[src/rtl/aes_uart_pkg.sv]
// ============================================================================
// Module  : aes_uart_pkg
// Brief   : Shared types and constants for the UART/AES string loopback path.
// Revision: 1.0 - initial release
// ============================================================================
`default_nettype none

package aes_uart_pkg;

  localparam int AES_BLOCK_BITS = 128;
  localparam int BLOCK_BYTES    = 16;

  typedef logic [7:0]                byte_t;
  typedef logic [AES_BLOCK_BITS-1:0] block_t;

  typedef enum logic [1:0] {
    IDLE    = 2'd0,
    COLLECT = 2'd1,
    FULL    = 2'd2
  } collect_state_t;

endpackage

`default_nettype wire

[src/rtl/uart_idle_timer.sv]
// ============================================================================
// Module  : uart_idle_timer
// Brief   : Clear/enable idle counter; o_expired flags the final count value.
// Revision: 1.0 - initial release
// ============================================================================
`default_nettype none

module uart_idle_timer #(
  parameter int TIMEOUT_CYCLES = 1_000_000
) (
  input  logic clk,
  input  logic rst,
  input  logic i_clr,
  input  logic i_en,
  output logic o_expired
);

  localparam int                 c_CNT_W = $clog2(TIMEOUT_CYCLES);
  localparam logic [c_CNT_W-1:0] c_LAST  = c_CNT_W'(TIMEOUT_CYCLES - 1);

  logic [c_CNT_W-1:0] r_count;

  // Holding at the last value keeps the counter from wrapping if the owner
  // leaves it enabled past expiry.
  always_ff @(posedge clk) begin
    if (rst || i_clr) begin
      r_count <= '0;
    end else if (i_en && (r_count != c_LAST)) begin
      r_count <= r_count + 1'b1;
    end
  end

  assign o_expired = i_en && (r_count == c_LAST);

endmodule

`default_nettype wire

[src/rtl/uart_block_packer.sv]
// ============================================================================
// Module  : uart_block_packer
// Brief   : Packs 16 UART RX bytes into one 128-bit AES block (valid/ready).
// Revision: 1.0 - initial release
// ============================================================================
`default_nettype none

module uart_block_packer
  import aes_uart_pkg::*;
#(
  parameter int TIMEOUT_CYCLES = 1_000_000
) (
  input  logic         clk,
  input  logic         rst,
  input  logic [7:0]   rx_data,
  input  logic         rx_valid,
  output logic [127:0] blk_data,
  output logic         blk_valid,
  input  logic         blk_ready,
  output logic [4:0]   byte_count,
  output logic         overrun,
  output logic         timeout
);

  localparam int c_IDX_W = $clog2(BLOCK_BYTES);
  localparam int c_CNT_W = $clog2(BLOCK_BYTES + 1);

  collect_state_t r_state;
  byte_t          r_collect [BLOCK_BYTES];
  block_t         w_collect_blk;

  logic w_out_free;
  logic w_xfer;
  logic w_last_byte;
  logic w_timer_expired;
  logic w_expire;
  logic w_timer_en;
  logic w_timer_clr;

  // First received byte occupies the most significant lane.
  for (genvar gi = 0; gi < BLOCK_BYTES; gi++) begin : g_pack
    assign w_collect_blk[(BLOCK_BYTES-1-gi)*8 +: 8] = r_collect[gi];
  end

  assign w_out_free  = !blk_valid || blk_ready;
  assign w_xfer      = (r_state == FULL) && w_out_free;
  assign w_last_byte = (byte_count == c_CNT_W'(BLOCK_BYTES - 1));

  assign w_timer_en  = (r_state == COLLECT);
  assign w_timer_clr = (r_state != COLLECT) || rx_valid;
  assign w_expire    = w_timer_expired && !rx_valid;

  uart_idle_timer #(
    .TIMEOUT_CYCLES(TIMEOUT_CYCLES)
  ) u_idle_timer (
    .clk      (clk),
    .rst      (rst),
    .i_clr    (w_timer_clr),
    .i_en     (w_timer_en),
    .o_expired(w_timer_expired)
  );

  always_ff @(posedge clk) begin
    if (rst) begin
      r_state    <= IDLE;
      byte_count <= '0;
      blk_data   <= '0;
      blk_valid  <= 1'b0;
      overrun    <= 1'b0;
      timeout    <= 1'b0;
      for (int i = 0; i < BLOCK_BYTES; i++) begin
        r_collect[i] <= '0;
      end
    end else begin
      overrun <= 1'b0;
      timeout <= 1'b0;

      if (blk_valid && blk_ready) begin
        blk_valid <= 1'b0;
      end

      unique case (r_state)
        IDLE: begin
          if (rx_valid) begin
            r_collect[0] <= rx_data;
            byte_count   <= c_CNT_W'(1);
            r_state      <= COLLECT;
          end
        end

        COLLECT: begin
          if (rx_valid) begin
            r_collect[byte_count[c_IDX_W-1:0]] <= rx_data;
            byte_count <= byte_count + 1'b1;
            if (w_last_byte) begin
              r_state <= FULL;
            end
          end else if (w_expire) begin
            byte_count <= '0;
            timeout    <= 1'b1;
            r_state    <= IDLE;
          end
        end

        FULL: begin
          if (w_xfer) begin
            blk_data  <= w_collect_blk;
            blk_valid <= 1'b1;
            // A byte arriving in the transfer cycle starts the next block.
            if (rx_valid) begin
              r_collect[0] <= rx_data;
              byte_count   <= c_CNT_W'(1);
              r_state      <= COLLECT;
            end else begin
              byte_count <= '0;
              r_state    <= IDLE;
            end
          end else if (rx_valid) begin
            overrun <= 1'b1;
          end
        end

        default: begin
          byte_count <= '0;
          r_state    <= IDLE;
        end
      endcase
    end
  end

endmodule

`default_nettype wire

[config.mk]
export PLATFORM = sky130hd
export DESIGN_NAME = uart_block_packer
export DESIGN_NICKNAME = d
export VERILOG_FILES = /design/src/rtl/aes_uart_pkg.sv /design/src/rtl/uart_idle_timer.sv /design/src/rtl/uart_block_packer.sv
export SDC_FILE = /design/constraint.sdc
export NUM_CORES = 1
export LEC_CHECK = 0
export BUFFER_PORTS_ARGS = -buffer_cell sky130_fd_sc_hd__buf_2
export CAP_MARGIN = 10
export CORE_UTILIZATION = 51
export DETAILED_ROUTE_END_ITERATION = 6
export GPL_TIMING_DRIVEN = 0
export PLACE_DENSITY = 0.83
export SYNTH_ARGS = -nofsm -noshare
export SYNTH_HDL_FRONTEND = slang
export SYNTH_SLANG_ARGS = --single-unit
[constraint.sdc]
create_clock -name clk -period 3.1 [get_ports clk]
set_clock_uncertainty 0.15 [all_clocks]
set_input_delay 0.93 -clock clk [delete_from_list [all_inputs] [get_ports clk]]
set_output_delay 0.93 -clock clk [all_outputs]
set_load 0.05 [all_outputs]
==> run metrics, run 1 <==
status finished clean; initial antenna violation count 0; CTS Buf Count 28; H-tree levels 1; setup bufs post-CTS 0; largest net degree at the start of global routing 16; top cells by instance count after synthesis 272 x nand2_1, 158 x dfxtp_1, 141 x a21oi_1, 128 x edfxtp_1, 122 x and2_1; critical path cell sequence buf_2, clkbuf_1, nor2_1, a31oi_1, nand2b_1; R2R setup slack between 300 and 400 ps; CTS root buffer clkbuf_16; Static Leak ~5.0 nW; io pins ~150; Synth area leaders edfxtp_1 36%, dfxtp_1 29%, nand2_1 9.5%, and2_1 7.1%, a21oi_1 6.5%; CP arrival ~2900 ps; final worst path period need 2880 ps; HPWL Detailed between 15 and 20 mm; Setup-failing EPs final 0; Clock transition at path regs approximately 60 ps; path depth of the worst reg2reg path 5; post-route insts no fill between 1500 and 2000; GPL Wtd Cong a little over 0.8; most common cell in the netlist nand2_1; critical path capture point type register; Main synth FF type dfxtp_1; Max-Cap Viols 0; GRT overflow 0; Antenna Cells 0; Async SR Flop Fraction 0; Site Rows 52; fmax approximately 350 MHz; Core ar. 20500 sq um; vias in the first global route around 7500; # port buffers 147; Starting DRT DRC Count between 500 and 600; Layout Nets ~1200; area delta synth->final 18.4%; die span in x about 150 microns; Initial Utilization 0.527; sequential share of the synthesized area 0.649; maximum VDD drop about 0.42 mV; Adder-Cell Fraction of Synth Area 0.00695; syn avg cell area 10.3 sq um; clock latency on the worst-skew pair 530 ps; Syn Nets about 1100; r2r endpoint r_collect[0][0]$_DFFE_PP_; Via-to-Cell Ratio approximately 5.3; Ys Warns 0; post-synthesis mux area share 0.000927; Hold Crit Start blk_data[44]$_SDFFE_PP0P_; unrepaired setup endpoints after global routing false; Hold Path Class register to register; wire per inst 16.5 microns; final slew viol count 0; clk buf depth 3; CP Class input port to register; Top Family by Delay on Critical Path compound AO/OA/AOI/OAI gates; CTS tree done; Synth Area in XOR/XNOR 0.00487; Power Density approximately 630 nW/um^2; Reg-to-Reg Start r_state[1]$_SDFFE_PP0P_; CP max FO 10; CP peak stage delay between 700 and 800 ps; hold buffers post-CTS 0; compound-cell area share of the yosys netlist 0.0872; fraction of layout cells with a size suffix above 1 0.184; CTS Sinks between 200 and 300; synthesized instance count around 1000; Worst Hold Depth 2; worst slew pin tran 911 ps; post-synth top area share 0.356; final hold vios 0; first-pass GRT wire length roughly 39 mm; Die ar. around 22000 sq um; Synth Area in Simple Gates 0.225; FF+latch count, synth 286; final wirelength approximately 25 mm; number of remaining DRC errors 0; fin crit share 0.929; Hold Path End blk_data[44]$_SDFFE_PP0P_; Layout fillers roughly 1600; Routed Antenna Nets 0; post-placement cell count roughly 1500; die outline height 148 microns; Critical Path Start Type input port; EDFF count, synth ~130; critical path required time between 3000 and 4000 ps; CP bufs+invs 2; DR pass1 iterations 5; GRT Overall Usage 0.228; setup TNS 0 ps; max_slew headroom 0.390; Synth area leader edfxtp_1; number of library cell types mapped by synthesis 46; Worst path slowest cell a31oi_1; routed vias ~8000; Mapped Area ~11000 sq um; largest family of logic cells by synthesized area simple AND/OR/NAND/NOR gates
-- cell type report --
cell class	instances	area [sq um]	share of cell area
buffer	61	248	0.0194
clock buffer	38	810	0.0633
clock inverter	14	104	0.00812
inverter	10	37.5	0.00293
multi-input combinational	692	3510	0.275
sequential	286	7010	0.548
tap	270	338	0.0264
timing repair buffer	147	736	0.0575
-- metal layers --
layer  vias to the layer above  routed length [microns]  track usage
met5                         -                        0            0
met4                         0                      544       0.0649
met3                        40                     1590       0.0302
met2                       260                    12300        0.400
met1                      3813                    10600        0.296
li1                       3865                        -            -
-- worst max path at each step --
stage	depth (start not counted)	to	startpoint
2_1_floorplan	6	r_collect[2][0]$_SDFFCE_PN0P_	rx_valid
3_3_place_gp	7	r_collect[2][2]$_SDFFCE_PN0P_	rx_valid
3_5_place_dp	6	r_collect[2][4]$_SDFFCE_PN0P_	rst
4_1_cts	5	r_collect[0][3]$_DFFE_PP_	rst
5_1_grt	5	r_collect[0][3]$_DFFE_PP_	rst
6_report	5	r_collect[0][0]$_DFFE_PP_	rst
-- worst min-delay path: cells and delay by family (launching register included) --
kind,cells,cell delay (ps)
DFF,1,300
AOI/OAI and AO/OA,1,50
and+or+nand+nor,1,50
-- report_power, final --
| group | internal (W) | switching [W] |
|---|---|---|
| Clock | 0.00191 | 0.00140 |
| Sequential | 0.00406 | 0.0000560 |
| Combinational | 0.000136 | 0.000509 |
| Total | 0.00611 | 0.00196 |
-- kinds of logic after synthesis --
logic type               after synthesis
AND/OR/NAND/NOR                      503
flip-flops                           286
AO/OA/AOI/OAI                        176
buffers and inverters                 71
XOR/XNOR                               6
adder cells (fa/ha/maj)                6
multiplexers                           1
-- metrics by stage --
| stage | worst slack, ps | instance area, sq um | power [W] | utilization | hold WS, ps |
|---|---|---|---|---|---|
| 4_1_cts | 270 | 12800 | 0.00811 | 0.624 | 306 |
| 3_3_place_gp | -246 | 11900 | 0.00482 | 0.579 | 289 |
| 3_5_place_dp | -257 | 11900 | 0.00484 | 0.579 | 295 |
| 5_1_grt | 75.2 | 12800 | 0.00832 | 0.624 | 316 |
| 6_report | 220 | 12800 | 0.00807 | 0.624 | 302 |
| 2_1_floorplan | 469 | 10800 | 0.00464 | - | 298 |
-- timing repair --
| action | 4_1_cts | 5_1_grt |
|---|---|---|
| endpoints found under the hold margin | 0 | 0 |
| resized for setup | 0 | 1 |
| setup endpoints to repair | 0 | 8 |
-- registers in the layout (all words and copies together), names as in the netlist --
signal and count:
blk_data 128, r_collect 128, u_idle_timer.r_count 20, byte_count 5
r_state 2, blk_valid 1, overrun 1, timeout 1
-- cell usage in the layout (no fill, tap or decap), types with 15 or more instances in the layout --
cell	Yosys	routed
nand2_1	272	272
buf_2	15	162
dfxtp_1	158	158
a21oi_1	141	141
edfxtp_1	128	128
and2_1	122	122
clkbuf_1	45	49
nor2_1	33	33
clkbuf_16	0	29
or2_2	15	15
Note: power is estimated with default switching activity, not from simulation.
==> run 2: changes to the inputs <==
- CAP_MARGIN: 10 -> 20
- MAX_ROUTING_LAYER: default -> met4
==> run metrics, run 2 (same netlist as run 1, synthesis figures left out) <==
status finished clean; fin crit share 0.936 (+0.00700); Antenna Cells 0 (unchanged); Core ar. 20500 sq um (unchanged); final hold vios 0 (unchanged); Hold Path End blk_data[44]$_SDFFE_PP0P_; CP arrival 2910 ps (+20 ps); GRT overflow 0 (unchanged); met1 Use GR 0.296 (+0.000411); most frequent cells in the layout 272 x nand2_1, 162 x buf_2, 158 x dfxtp_1, 141 x a21oi_1, 128 x edfxtp_1; Seq. cell area 7010 sq um (unchanged); Via-to-Cell Ratio 5.24 (-0.34%); Site Rows 52 (unchanged); setup bufs post-CTS 0 (unchanged); fraction of layout cells with a size suffix above 1 0.184 (unchanged); post-route design area 12800 sq um (unchanged); HPWL Detailed 17.3 mm (unchanged); GRT Overall Usage 0.235 (+0.00703); Layout Nets 1244 (unchanged); vias in the first global route 7496 (+0.053%); area delta synth->final 18.4% (unchanged); hold buffers post-CTS 0 (unchanged); H-tree levels 1 (unchanged); CTS Buf Count 28 (unchanged); r2r endpoint r_collect[3][6]$_SDFFCE_PN0P_; commonest non-fill, non-tap cell in the layout nand2_1; CP max FO 10 (unchanged); initial antenna violation count 0 (unchanged); Static Leak 4.97 nW (unchanged); Power Density 630 nW/um^2 (about the same); Worst path slowest cell a31oi_1; path depth of the worst reg2reg path 6 (+1); Max-Cap Viols 0 (unchanged); max_slew headroom 0.389 (about the same); layer with the highest usage met2; Starting DRT DRC Count 590 (+6.1%); CP peak stage delay 780 ps (about the same); die span in x 148 microns (unchanged); crit path from rst; largest net degree at the start of global routing 16 (unchanged); met3 track demand over resource 0.0299 (-0.000309); Reg-to-Reg Start r_state[1]$_SDFFE_PP0P_; die outline height 148 microns (unchanged); clock latency on the worst-skew pair 530 ps (about the same); critical path required time 3110 ps (about the same); Critical Path Start Type input port; Hold Crit Start blk_data[44]$_SDFFE_PP0P_; DR pass1 iterations 5 (unchanged); area of the multi-input gates 3510 sq um (unchanged); final worst path period need 2900 ps (+21.7 ps); Area after DPL 11900 sq um (unchanged); post-cts sizing count 0 (unchanged); Layout fillers 1603 (unchanged); Top Family by Delay on Critical Path compound AO/OA/AOI/OAI gates; first-pass GRT wire length 38.7 mm (about the same); # port buffers 147 (unchanged); Die ar. 21800 sq um (unchanged); Worst Hold Depth 2 (unchanged); setup TNS 0 ps (unchanged); Largest regs blk_data: 128 flops, r_collect: 128 flops, u_idle_timer.r_count: 20 flops; final slew viol count 0 (unchanged); Hold Path Class register to register; post-placement cell count 1466 (unchanged); Setup-failing EPs final 0 (unchanged); unrepaired setup endpoints after global routing false; final wirelength 25.0 mm (about the same); clk buf depth 3 (unchanged); critical path capture point type register; number of remaining DRC errors 0 (unchanged); io pins 148 (unchanged); CTS Sinks 286 (unchanged); CP bufs+invs 2 (unchanged); Clock transition at path regs 60 ps (about the same); Initial Utilization 0.527 (unchanged); post-route insts no fill 1518 (unchanged); met2 Use GR 0.400 (about the same); CP Class input port to register; worst slew pin tran 912 ps (+0.542 ps); critical path cell sequence buf_2, clkbuf_1, nor2_1, a31oi_1, nand2b_1; GPL Wtd Cong 0.824 (+1.5%); wire per inst 16.5 microns (about the same); CTS root buffer clkbuf_16; CTS tree done; R2R setup slack 360 ps (-20 ps); routed vias 7951 (-0.34%); Routed Antenna Nets 0 (unchanged); fmax 345 MHz (-0.75%); maximum VDD drop 0.429 mV (+1.2%)
-- run 2: cell counts in the layout (fill, tap and decap cells not counted) --
No cell type changed its count.
-- run 2: how the worst max path moves through the flow --
stage          slack [ps]  cells past startpoint                       endpoint
3_3_place_gp         -250                      7  r_collect[2][2]$_SDFFCE_PN0P_
6_report              200                      5      r_collect[0][3]$_DFFE_PP_
5_1_grt                80                      5      r_collect[0][3]$_DFFE_PP_
3_5_place_dp         -260                      6  r_collect[2][4]$_SDFFCE_PN0P_
2_1_floorplan         470                      6  r_collect[2][0]$_SDFFCE_PN0P_
4_1_cts               270                      5      r_collect[0][3]$_DFFE_PP_
-- run 2: per-layer routing --
metal | wire length, microns | share of wire | vias up
met5 | 0 | 0 | -
met4 | 615 | 0.025 | 0
met3 | 1630 | 0.065 | 46
met2 | 12300 | 0.49 | 253
met1 | 10500 | 0.42 | 3791
li1 | - | - | 3861
-- run 2: tightest hold or removal path, stage by stage (launching register included) --
cell and delay [ps]:
dfxtp_1 300, nand2_1 50, a21oi_1 50
-- run 2: cell type report --
cell class                      instances  share of cell area
Timing Repair Buffer                  147              0.0575
Clock buffer                           38              0.0633
Sequential cell                       286               0.548
Multi-Input combinational cell        692               0.275
Clock inverter                         14             0.00812
Buffer                                 61              0.0194
Inverter                               10             0.00293
Tap cell                              270              0.0264
-- run 2: report_power, final --
group	switching (W)	total [W]	internal, W	leakage [nW]
registers	0.0000561	0.00411	0.00406	2.60
logic	0.000510	0.000645	0.000136	1.92
clock network	0.00139	0.00330	0.00191	0.449
-- run 2: stage by stage --
stage           util  hold slack (ps)  worst slack, ps  total power [W]
2_1_floorplan      -              298              469          0.00464
3_3_place_gp   0.579              289             -246          0.00482
3_5_place_dp   0.579              295             -257          0.00484
4_1_cts        0.624              306              270          0.00811
5_1_grt        0.624              316             75.2          0.00832
6_report       0.624              302              198          0.00806
==> run 3: changes to the inputs <==
- BUFFER_PORTS_ARGS: -buffer_cell sky130_fd_sc_hd__buf_2 -> default
- CORE_ASPECT_RATIO: default -> 1.5
- DONT_BUFFER_PORTS: default -> 1
- PLACE_DENSITY: 0.83 -> default
- PLACE_DENSITY_LB_ADDON: default -> 0.12
==> run metrics, run 3 (same netlist as run 1, synthesis figures left out) <==
status finished clean; io pins 148 (unchanged); routed vias 7152 (-10%); Hold Path End u_idle_timer.r_count[19]$_SDFFE_PP0P_; CP peak stage delay 750 ps (-30 ps); Hold Crit Start u_idle_timer.r_count[19]$_SDFFE_PP0P_; Top Family by Delay on Critical Path flip-flops; Reg power frac 0.535 (+0.025); die outline height 180 microns (+22%); Net Sw Frac 0.235 (-0.00765); NetSw 0.00191 W (-2.7%); H-tree levels 1 (unchanged); die span in x 121 microns (-18%); post-cts sizing count 0 (unchanged); Via-to-Cell Ratio 5.25 (+0.25%); Power Density 672 nW/um^2 (+6.5%); Die ar. 21800 sq um (about the same); GRT Overall Usage 0.229 (-0.00593); post-route insts no fill 1362 (-10%); Routed Antenna Nets 0 (unchanged); fin crit share 0.926 (-0.00971); Worst Hold Depth 2 (unchanged); CTS Sinks 286 (unchanged); Setup-failing EPs final 0 (unchanged); R2R setup slack 230 ps (-130 ps); CTS tree done; critical path cell sequence inv_1, ha_1, a31oi_1, nand2b_1; Largest regs blk_data: 128 flops, r_collect: 128 flops, u_idle_timer.r_count: 20 flops; largest net degree at the start of global routing 16 (unchanged); worst slew pin tran 968 ps (+56.3 ps); clk buf depth 3 (unchanged); CP arrival 2880 ps (-30 ps); maximum VDD drop 0.657 mV (+53%); GRT overflow 0 (unchanged); final wirelength 24.4 mm (-2.4%); post-placement cell count 1313 (-10%); CTS root buffer clkbuf_16; fraction of layout cells with a size suffix above 1 0.0738 (-0.111); final hold vios 0 (unchanged); hold buffers post-CTS 0 (unchanged); wire per inst 17.9 microns (+8.8%); combinational share of power 0.043 (-0.037); CP Class register to register; Site Rows 64 (+23%); DR pass1 iterations 4 (-1); setup bufs post-CTS 0 (unchanged); most frequent cells in the layout 272 x nand2_1, 158 x dfxtp_1, 141 x a21oi_1, 128 x edfxtp_1, 122 x and2_1; Static Leak 4.19 nW (-16%); clock latency on the worst-skew pair 520 ps (about the same); Core ar. 20600 sq um (+0.41%); CP bufs+invs 1 (-1); Max-Cap Viols 0 (unchanged); power share of the clock group 0.423 (+0.013); HPWL Detailed 16.9 mm (-2.4%); Clock transition at path regs 70 ps (about the same); final worst path period need 2870 ps (-30.1 ps); Initial Utilization 0.525 (-0.00218); Seq. cell area 7010 sq um (unchanged); Antenna Cells 0 (unchanged); Reg-to-Reg Start byte_count[0]$_SDFFE_PP0P_; area of the multi-input gates 3510 sq um (-0.14%); Starting DRT DRC Count 377 (-36%); Hold Path Class register to register; cell-internal power 0.00620 W (+1.5%); Layout Nets 1096 (-12%); max_slew headroom 0.350 (-0.0397); overall power 0.00810 W (+0.48%); number of remaining DRC errors 0 (unchanged); initial antenna violation count 0 (unchanged); critical path required time 3110 ps (about the same); final slew viol count 0 (unchanged); Critical Path Start Type register; path depth of the worst reg2reg path 4 (-2); GPL Wtd Cong 0.883 (+7.2%); CP max FO 9 (-1); Worst path slowest cell dfxtp_1; Layout fillers 1762 (+9.9%); CTS Buf Count 27 (-3.6%); unrepaired setup endpoints after global routing false; critical path capture point type register; commonest non-fill, non-tap cell in the layout nand2_1; r2r endpoint r_collect[0][2]$_DFFE_PP_; area delta synth->final 11.7%; fmax 348 MHz (+1.0%); # port buffers 0 (-100%); setup TNS 0 ps (unchanged); first-pass GRT wire length 37.3 mm (-3.6%); vias in the first global route 7032 (-6.2%); Final Core Density 0.586 (-0.0378)
==> run 3: stage by stage <==
stage               worst slack [ps]  hold slack [ps]  cell area, sq um
floorplan                        469              298             10800
global placement                -187              311             11100
detailed placement              -236              333             11100
CTS                              178              342             12100
global route                    31.2              365             12100
finish                           228              337             12100
==> run 3: area by class of cell <==
| class | count | share of cell area |
|---|---|---|
| clock buffer | 39 | 0.0665 |
| buffer | 61 | 0.0205 |
| multi-input combinational | 692 | 0.291 |
| sequential | 286 | 0.581 |
| inverter | 10 | 0.00311 |
| tap | 264 | 0.0274 |
| clock inverter | 10 | 0.0111 |
==> run 3: worst max-delay path by stage <==
stage	cells past startpoint	from	endpoint
floorplan	6	rx_valid	r_collect[2][0]$_SDFFCE_PN0P_
finish	4	byte_count[0]$_SDFFE_PP0P_	r_collect[0][2]$_DFFE_PP_
global placement	6	rx_valid	r_collect[3][7]$_SDFFCE_PN0P_
CTS	4	byte_count[0]$_SDFFE_PP0P_	r_collect[0][2]$_DFFE_PP_
global route	6	r_state[1]$_SDFFE_PP0P_	r_collect[3][7]$_SDFFCE_PN0P_
detailed placement	4	rst	r_collect[0][5]$_DFFE_PP_
==> run 3: power by group through the flow <==
stage	combinational (W)	clock, W	sequential [W]
floorplan	0.000246	0	0.00439
global placement	0.000345	0	0.00442
detailed placement	0.000348	0	0.00442
CTS	0.000350	0.00347	0.00434
global route	0.000387	0.00361	0.00434
finish	0.000346	0.00342	0.00433
==> run 3: metal layers <==
layer	global-route usage	share of wire	up-vias
met1	0.245	0.38	3363
met4	0.0770	0.028	0
met5	-	0	-
met3	0.0491	0.063	44
met2	0.414	0.53	173
li1	-	-	3572
==> run 3: worst register-to-register path: stages, from the launching register on <==
cell and delay [ps]:
dfxtp_1 750, inv_1 220, ha_1 270, a31oi_1 680, nand2b_1 440
